--- src/rtl/tl_pkg.sv ---
// Shared types and lamp encodings for the two-road traffic-light sequencer.
package tl_pkg;

  typedef enum logic [2:0] {
    AG    = 3'd0,
    AY    = 3'd1,
    RED1  = 3'd2,
    BG    = 3'd3,
    BY    = 3'd4,
    RED2  = 3'd5,
    FLASH = 3'd6
  } tl_state_t;

  // Lamp vectors are {red, yellow, green}
  localparam logic [2:0] LAMP_R   = 3'b100;
  localparam logic [2:0] LAMP_Y   = 3'b010;
  localparam logic [2:0] LAMP_G   = 3'b001;
  localparam logic [2:0] LAMP_OFF = 3'b000;

  // Lamp pattern {road A, road B} for a state; f is the flash phase
  function automatic logic [5:0] lamps(input tl_state_t s, input logic f);
    logic [5:0] l;
    case (s)
      AG:      l = {LAMP_G, LAMP_R};
      AY:      l = {LAMP_Y, LAMP_R};
      BG:      l = {LAMP_R, LAMP_G};
      BY:      l = {LAMP_R, LAMP_Y};
      FLASH:   l = f ? {LAMP_Y, LAMP_Y} : {LAMP_OFF, LAMP_OFF};
      default: l = {LAMP_R, LAMP_R};
    endcase
    return l;
  endfunction

endpackage

--- src/rtl/tl_tick_gen.sv ---
// Free-running clock divider producing a one-cycle strobe every CLK_DIV cycles.
module tl_tick_gen #(
  parameter int CLK_DIV = 100000000
) (
  input  logic clk100M,
  input  logic clr,
  output logic tick
);

  localparam int CW = $clog2(CLK_DIV);
  localparam logic [CW-1:0] LAST = CW'(CLK_DIV - 1);

  logic [CW-1:0] cnt;

  // Strobe is a decode of the terminal count, so it is low while in reset
  assign tick = (cnt == LAST);

  // Count 0..CLK_DIV-1 and wrap on the strobe cycle
  always_ff @(posedge clk100M or negedge clr) begin
    if (!clr) cnt <= '0;
    else if (tick) cnt <= '0;
    else cnt <= cnt + 1'b1;
  end

endmodule

--- src/rtl/traffic_light_ctrl.sv ---
// Two-road traffic-light sequencer: main road A held green until side-road
// demand, all-red clearance between roads, night flashing-yellow mode.
module traffic_light_ctrl
  import tl_pkg::*;
#(
  parameter int CLK_DIV   = 100000000,
  parameter int GREEN_A_S = 30,
  parameter int GREEN_B_S = 20,
  parameter int YELLOW_S  = 3,
  parameter int ALLRED_S  = 2
) (
  input  logic       clk100M,
  input  logic       clr,
  input  logic       b_sensor,
  input  logic       night,
  output logic [2:0] a_light,
  output logic [2:0] b_light,
  output logic [7:0] remain,
  output logic       tick
);

  localparam logic [7:0] LEN_GA = 8'(GREEN_A_S);
  localparam logic [7:0] LEN_GB = 8'(GREEN_B_S);
  localparam logic [7:0] LEN_Y  = 8'(YELLOW_S);
  localparam logic [7:0] LEN_AR = 8'(ALLRED_S);

  tl_state_t  state, state_nx;
  logic [7:0] remain_nx;
  logic       flash, flash_nx;
  logic       b_req, b_req_nx;
  logic       enter_bg;
  logic [5:0] lights_nx;

  tl_tick_gen #(.CLK_DIV(CLK_DIV)) u_tick (
    .clk100M (clk100M),
    .clr     (clr),
    .tick    (tick)
  );

  // Phase sequencing: night override, countdown, AG demand hold, then advance
  always_comb begin
    state_nx  = state;
    remain_nx = remain;
    flash_nx  = flash;
    enter_bg  = 1'b0;
    if (tick) begin
      if (state == FLASH) begin
        if (night) begin
          flash_nx  = ~flash;
          remain_nx = '0;
        end else begin
          state_nx  = RED2;
          remain_nx = LEN_AR;
          flash_nx  = 1'b0;
        end
      end else if (night) begin
        state_nx  = FLASH;
        flash_nx  = 1'b1;
        remain_nx = '0;
      end else if (remain > 8'd1) begin
        remain_nx = remain - 8'd1;
      end else if (state == AG && !b_req) begin
        // No side-road demand yet: park on the last second of A green
        remain_nx = 8'd1;
      end else begin
        case (state)
          AG:      begin state_nx = AY;   remain_nx = LEN_Y;  end
          AY:      begin state_nx = RED1; remain_nx = LEN_AR; end
          RED1:    begin state_nx = BG;   remain_nx = LEN_GB; enter_bg = 1'b1; end
          BG:      begin state_nx = BY;   remain_nx = LEN_Y;  end
          BY:      begin state_nx = RED2; remain_nx = LEN_AR; end
          default: begin state_nx = AG;   remain_nx = LEN_GA; end
        endcase
      end
    end
    // Demand is sticky; a detect in the BG-entry cycle outranks the clear
    b_req_nx  = b_sensor | (b_req & ~enter_bg);
    lights_nx = lamps(state_nx, flash_nx);
  end

  // State, countdown, demand latch and registered lamp outputs
  always_ff @(posedge clk100M or negedge clr) begin
    if (!clr) begin
      state   <= RED2;
      remain  <= LEN_AR;
      flash   <= 1'b0;
      b_req   <= 1'b0;
      a_light <= LAMP_R;
      b_light <= LAMP_R;
    end else begin
      state   <= state_nx;
      remain  <= remain_nx;
      flash   <= flash_nx;
      b_req   <= b_req_nx;
      a_light <= lights_nx[5:3];
      b_light <= lights_nx[2:0];
    end
  end

endmodule

--- config.mk ---
export PLATFORM = sky130hd
export DESIGN_NAME = traffic_light_ctrl
export DESIGN_NICKNAME = d
export VERILOG_FILES = /design/src/rtl/tl_pkg.sv /design/src/rtl/tl_tick_gen.sv /design/src/rtl/traffic_light_ctrl.sv
export SDC_FILE = /design/constraint.sdc
export NUM_CORES = 1
export LEC_CHECK = 0
export CORE_UTILIZATION = 26
export DETAILED_ROUTE_END_ITERATION = 10
export RECOVER_POWER = 50
export REMOVE_ABC_BUFFERS = 1
export SKIP_CTS_REPAIR_TIMING = 1
export SLEW_MARGIN = 10
export SYNTH_ARGS = -nofsm -noshare
export SYNTH_HDL_FRONTEND = slang
export SYNTH_SLANG_ARGS = --single-unit
--- constraint.sdc ---
create_clock -name clk100M -period 5.6 [get_ports clk100M]
set_input_delay 0.84 -clock clk100M [delete_from_list [all_inputs] [get_ports clk100M]]
set_output_delay 0.84 -clock clk100M [all_outputs]
set_load 0.02 [all_outputs]
Yosys cells after proc, flatten, opt, wreduce, memory -nomap -nowiden
Index checks and enable logic that the tools add are counted.

Register bits after elaboration: 46. Output and inout bits: 15.

Bitwise gates (word level): 4. Add/subtract/negate cells: 2. Equality and inequality tests: 10. Muxes and demuxes: 26. Magnitude comparators: 1. Reduce and logical (&&, ||, !) cells: 6.

Operators with widths (count): 6-bit case mux with 5 select lines (1); 27-bit by 1-bit adder with 27-bit output (second input constant) (1); 27-bit equality test (second input constant) (1); 27-bit 2-to-1 mux (1); 8-bit 2-to-1 mux (3); 3-bit 2-to-1 mux (6); 3-bit case mux with 5 select lines (1); 5-bit case mux with 3 select lines (1); 3-bit equality test (second input constant) (4); 1-bit 2-to-1 mux (10); 5-bit 2-to-1 mux (2); 3-bit by 2-bit equality test with 1-bit output (second input constant) (3); 8-bit by 1-bit > comparator with 1-bit output (second input constant) (1); 8-bit by 1-bit subtractor with 8-bit output (second input constant) (1); 3-bit by 1-bit equality test with 1-bit output (second input constant) (2); 3-bit logical NOT (2); 2-bit OR reduction (2); 2-bit 2-to-1 mux (1); 1-bit inverter (2); 1-bit AND (1); 1-bit logical AND (1); 1-bit logical NOT (1); 1-bit bitwise OR (1).

Longest topological paths before layout
Depth after elaboration: 10. Depth in mapped cells: 9.

Modules after synthesis
Synthesis repeated with hierarchy kept, for this count alone.

Cell total of the unflattened synthesis: 244. Area total of the unflattened synthesis: 2461.1 µm².

By module, submodules not included: tl_tick_gen (times used 1, seq. area each 675.6 µm², cells an instance 134, area each 1332.5 µm²); traffic_light_ctrl (times used 1, seq. area each 481.7 µm², cells an instance 110, area each 1128.6 µm²).

Least setup slack after synthesis
Ideal clock, no wire load.

Path type: reg-to-output. From: reg u_tick.cnt[0]. To: out tick. Stages on the path, launching flop included: 7. Arrival time: 1.436 ns. Buffers on the path: 1. Data required time: 4.760 ns. Setup slack: 3.324 ns. Cells stage by stage: dfrtp_1 -> ha_1 -> and4_1 -> nand3_1 -> or2_1 -> buf_6 -> inv_1.

Longest elaborated chain between the ends: 1.

Ends and longest elaborated chain: start, declared (line tl_tick_gen.sv:13) `logic [CW-1:0] cnt;`; start signal, assigned (line tl_tick_gen.sv:22) `else cnt <= cnt + 1'b1;`; 27-bit equality test (line tl_tick_gen.sv:16) `assign tick = (cnt == LAST);`; end, declared (line traffic_light_ctrl.sv:19) `output logic tick`.

Every way passes these cells.

Final worst setup path
Same ends and word-level chain as after synthesis.

==> results.md <==
- Layout cells sized above 1: 9.33%
- Mapped Cells: 250
- Area leader, netlist: dfrtp_1
- Reg2reg end: b_light[1]
- Leakage power: 1.19 nW
- Max Cap Violations: 1
- # port buffers: 18
- Crit path max fanout: 9
- Largest cells by area after synthesis: dfrtp_1, dfstp_2, xor2_1
- Fill count: 925
- WHS Path Cells: 1
- Sequential area share after synthesis: 47.8%
- Via count: 1859
- CP startpoint kind: register
- Routed WL per cell: 13.4 um
- Post-Synth XOR/XNOR Area: 8.32%
- 1st-iter DRT viols: 103
- Synth warnings: 0
- Most used flip-flop cell after synthesis: dfrtp_1
- Starting Density: 27.4%
- Final ANT Viol Nets: 0
- CP arrival: 2.42 ns
- Startpoint of the worst register-to-register path: remain[6]
- Placer congestion estimate: 0.781
- Netlist area before placement: 2420 um2
- Period utilisation layout: 58.2%
- Clk_lat worst skew: 0.30 ns
- Worst Skew: 0.00477 ns
- Endpoints failing setup: 0
- Num ports: 19
- Gr ovfl total: 0
- Crit path from: u_tick.cnt[0]
- First-pass GRT wire length: 8910 um
- Area Growth Syn to Fin: 16.1%
- Hold Path Class: register to register
- Main combinational cell family by area after synthesis: simple AND/OR/NAND/NOR gates
- Slew Limit Fails: 47
- Slew margin rel.: -64.6%
- Count leader, synth: dfrtp_1
- Post-synth EDFFs: 0
- Synthesized flop and latch total: 46
- Drt drc: 0
- Pwr/cell area: 219 nW/um2
- Post-synth top cells: dfrtp_1, nor2_1, nand2_1
- Core Area: 8850 um2
- Die width: 98.5 um
- Number of diodes: 0
- FF-to-FF setup slack: 3.00 ns
- Setup TNS Final: 0 ns
- Worst EP required: 4.76 ns
- Max H-tree Level: 2
- Fin. Hold Viols: 0
- Root Driver: clkbuf_8
- Initial antenna violation count: 0
- Max VDD drop: 0.0896 mV
- Async SR Flop Fraction: 100%
- Crit Path Category: register to output pin
- Synth Area in Compound Gates: 12.2%
- Final HPWL DP: 3440 um
- Crit. End Element: output pin
- Die area: 9700 um2
- Worst-margin pin slew: 2.47 ns
- Violated checks: max-capacitance violations, max-slew violations
- Adder-Cell Fraction of Synth Area: 1.55%
- Status: finished, violations left
- Reg2Reg Depth: 6
- Synth Area in Simple Gates: 26.1%
- Initial DRT Pass Iterations: 6
- Post-synthesis mux area share: 0.879%
- GRT Overall Usage: 11.4%
- Register area: 1160 um2
- Number of global-route vias before repair: 1868
- DRT Wirelength: 5060 um
- Synth Area per Inst: 9.68 um2
- Post-layout util: 31.8%
- Sink Count: 46
- Fin crit period: 3.26 ns
- Die H: 98.5 um
- CTS tree: yes
- CTS max path bufs: 2
- Clock slew at reported path FFs: 0.09 ns
- Largest net degree at the start of global routing: 47
- Routed vias/inst: 4.94
- RSZ-0062 raised after global routing: false
- Clock buffer count from CTS: 5
- Worst setup path end: tick
- Rows: 34
- Highest Clock Rate: 307 MHz
- Multi-input logic area: 1190 um2
- Final net count: 274
- Synth cell types: 45
- Share of the synthesized area in the top cell type: 42.4%
-- how the worst min path moves through the flow --
stage	from	to	slack, ns
6_report	u_tick.cnt[0]	u_tick.cnt[0]	0.50
3_5_place_dp	u_tick.cnt[0]	u_tick.cnt[0]	0.49
3_3_place_gp	u_tick.cnt[0]	u_tick.cnt[0]	0.47
5_1_grt	u_tick.cnt[17]	u_tick.cnt[17]	0.54
2_1_floorplan	u_tick.cnt[0]	u_tick.cnt[0]	0.45
4_1_cts	u_tick.cnt[0]	u_tick.cnt[0]	0.50
-- per-stage QoR --
step / cells / hold WS, ns / worst slack, ns / power [mW] / cell area, um2
2_1_floorplan: 241 / 0.455 / 3.22 / 0.354 / 2380
3_3_place_gp: 368 / 0.467 / 2.73 / 0.368 / 2700
3_5_place_dp: 368 / 0.491 / 2.68 / 0.368 / 2700
4_1_cts: 376 / 0.504 / 2.32 / 0.621 / 2810
5_1_grt: 376 / 0.538 / 2.18 / 0.641 / 2810
6_report: 376 / 0.502 / 2.34 / 0.616 / 2810
-- worst max-delay path, stage by stage (launching register included) --
cell	delay (ns)
dfrtp_1	0.40
ha_1	0.24
and4_1	0.28
nand3_1	0.14
or2_1	0.36
inv_1	0.10
clkdlybuf4s50_1	0.60
-- sequential cells by signal, summed over array words and instances, names as in the netlist --
signal / flops
flash: 1
state: 3
b_req: 1
u_tick.cnt: 27
a_light: 3
b_light: 3
remain: 8
-- placed cells by master (no fill, tap or decap), drive strengths merged, types with 2 or more instances in the layout --
master | netlist | routed
dfrtp | 41 | 41
clkinvlp | 0 | 2
a211o | 2 | 2
and2 | 5 | 5
nand2b | 3 | 3
nand4 | 10 | 10
clkdlybuf4s50 | 0 | 17
dfstp | 5 | 5
nor3b | 2 | 2
a21o | 2 | 2
xnor2 | 10 | 10
nor4 | 4 | 4
nand3 | 15 | 15
xor2 | 13 | 13
inv | 9 | 9
and3 | 4 | 4
clkbuf | 7 | 6
nand2 | 24 | 24
nor3 | 4 | 4
nor2b | 3 | 3
nor2 | 25 | 25
o31ai | 5 | 5
ha | 3 | 3
o21ai | 17 | 17
a21oi | 8 | 8
a31oi | 4 | 4
a41oi | 2 | 2
and4 | 6 | 6
and4bb | 3 | 3
or2 | 3 | 3
o31a | 2 | 2
-- area by class of cell --
cell class / count / share of cell area (%)
multi-input combinational: 186 / 42.3
sequential: 46 / 41.2
timing repair buffer: 19 / 6.46
tap: 108 / 4.81
clock buffer: 5 / 2.45
clock inverter: 3 / 1.60
inverter: 9 / 1.20
-- logic make-up after synthesis --
family	Yosys count
buffers and inverters	18
adders and majority gates	3
muxes	2
xor gates and xnor gates	23
and+or+nand+nor	112
DFF	46
AOI/OAI and AO/OA	46
-- routing by layer --
metal | global-route usage (%) | part of all wire (%) | up-vias | wire length [um]
li1 | - | - | 914 | -
met2 | 17.7 | 45 | 22 | 2290
met3 | 2.62 | 2.7 | 5 | 134
met1 | 16.1 | 51 | 918 | 2590
met5 | 0 | 0 | - | 0
met4 | 3.10 | 0.75 | 0 | 38
-- power breakdown --
| part | switching, mW | internal, mW | total (mW) |
|---|---|---|---|
| combinational | 0.0156 | 0.00812 | 0.0237 |
| sequential | 0.00262 | 0.335 | 0.337 |
| clock | 0.122 | 0.133 | 0.255 |
| total | 0.140 | 0.476 | 0.616 |
No activity file was read; power rests on OpenSTA's default activity.
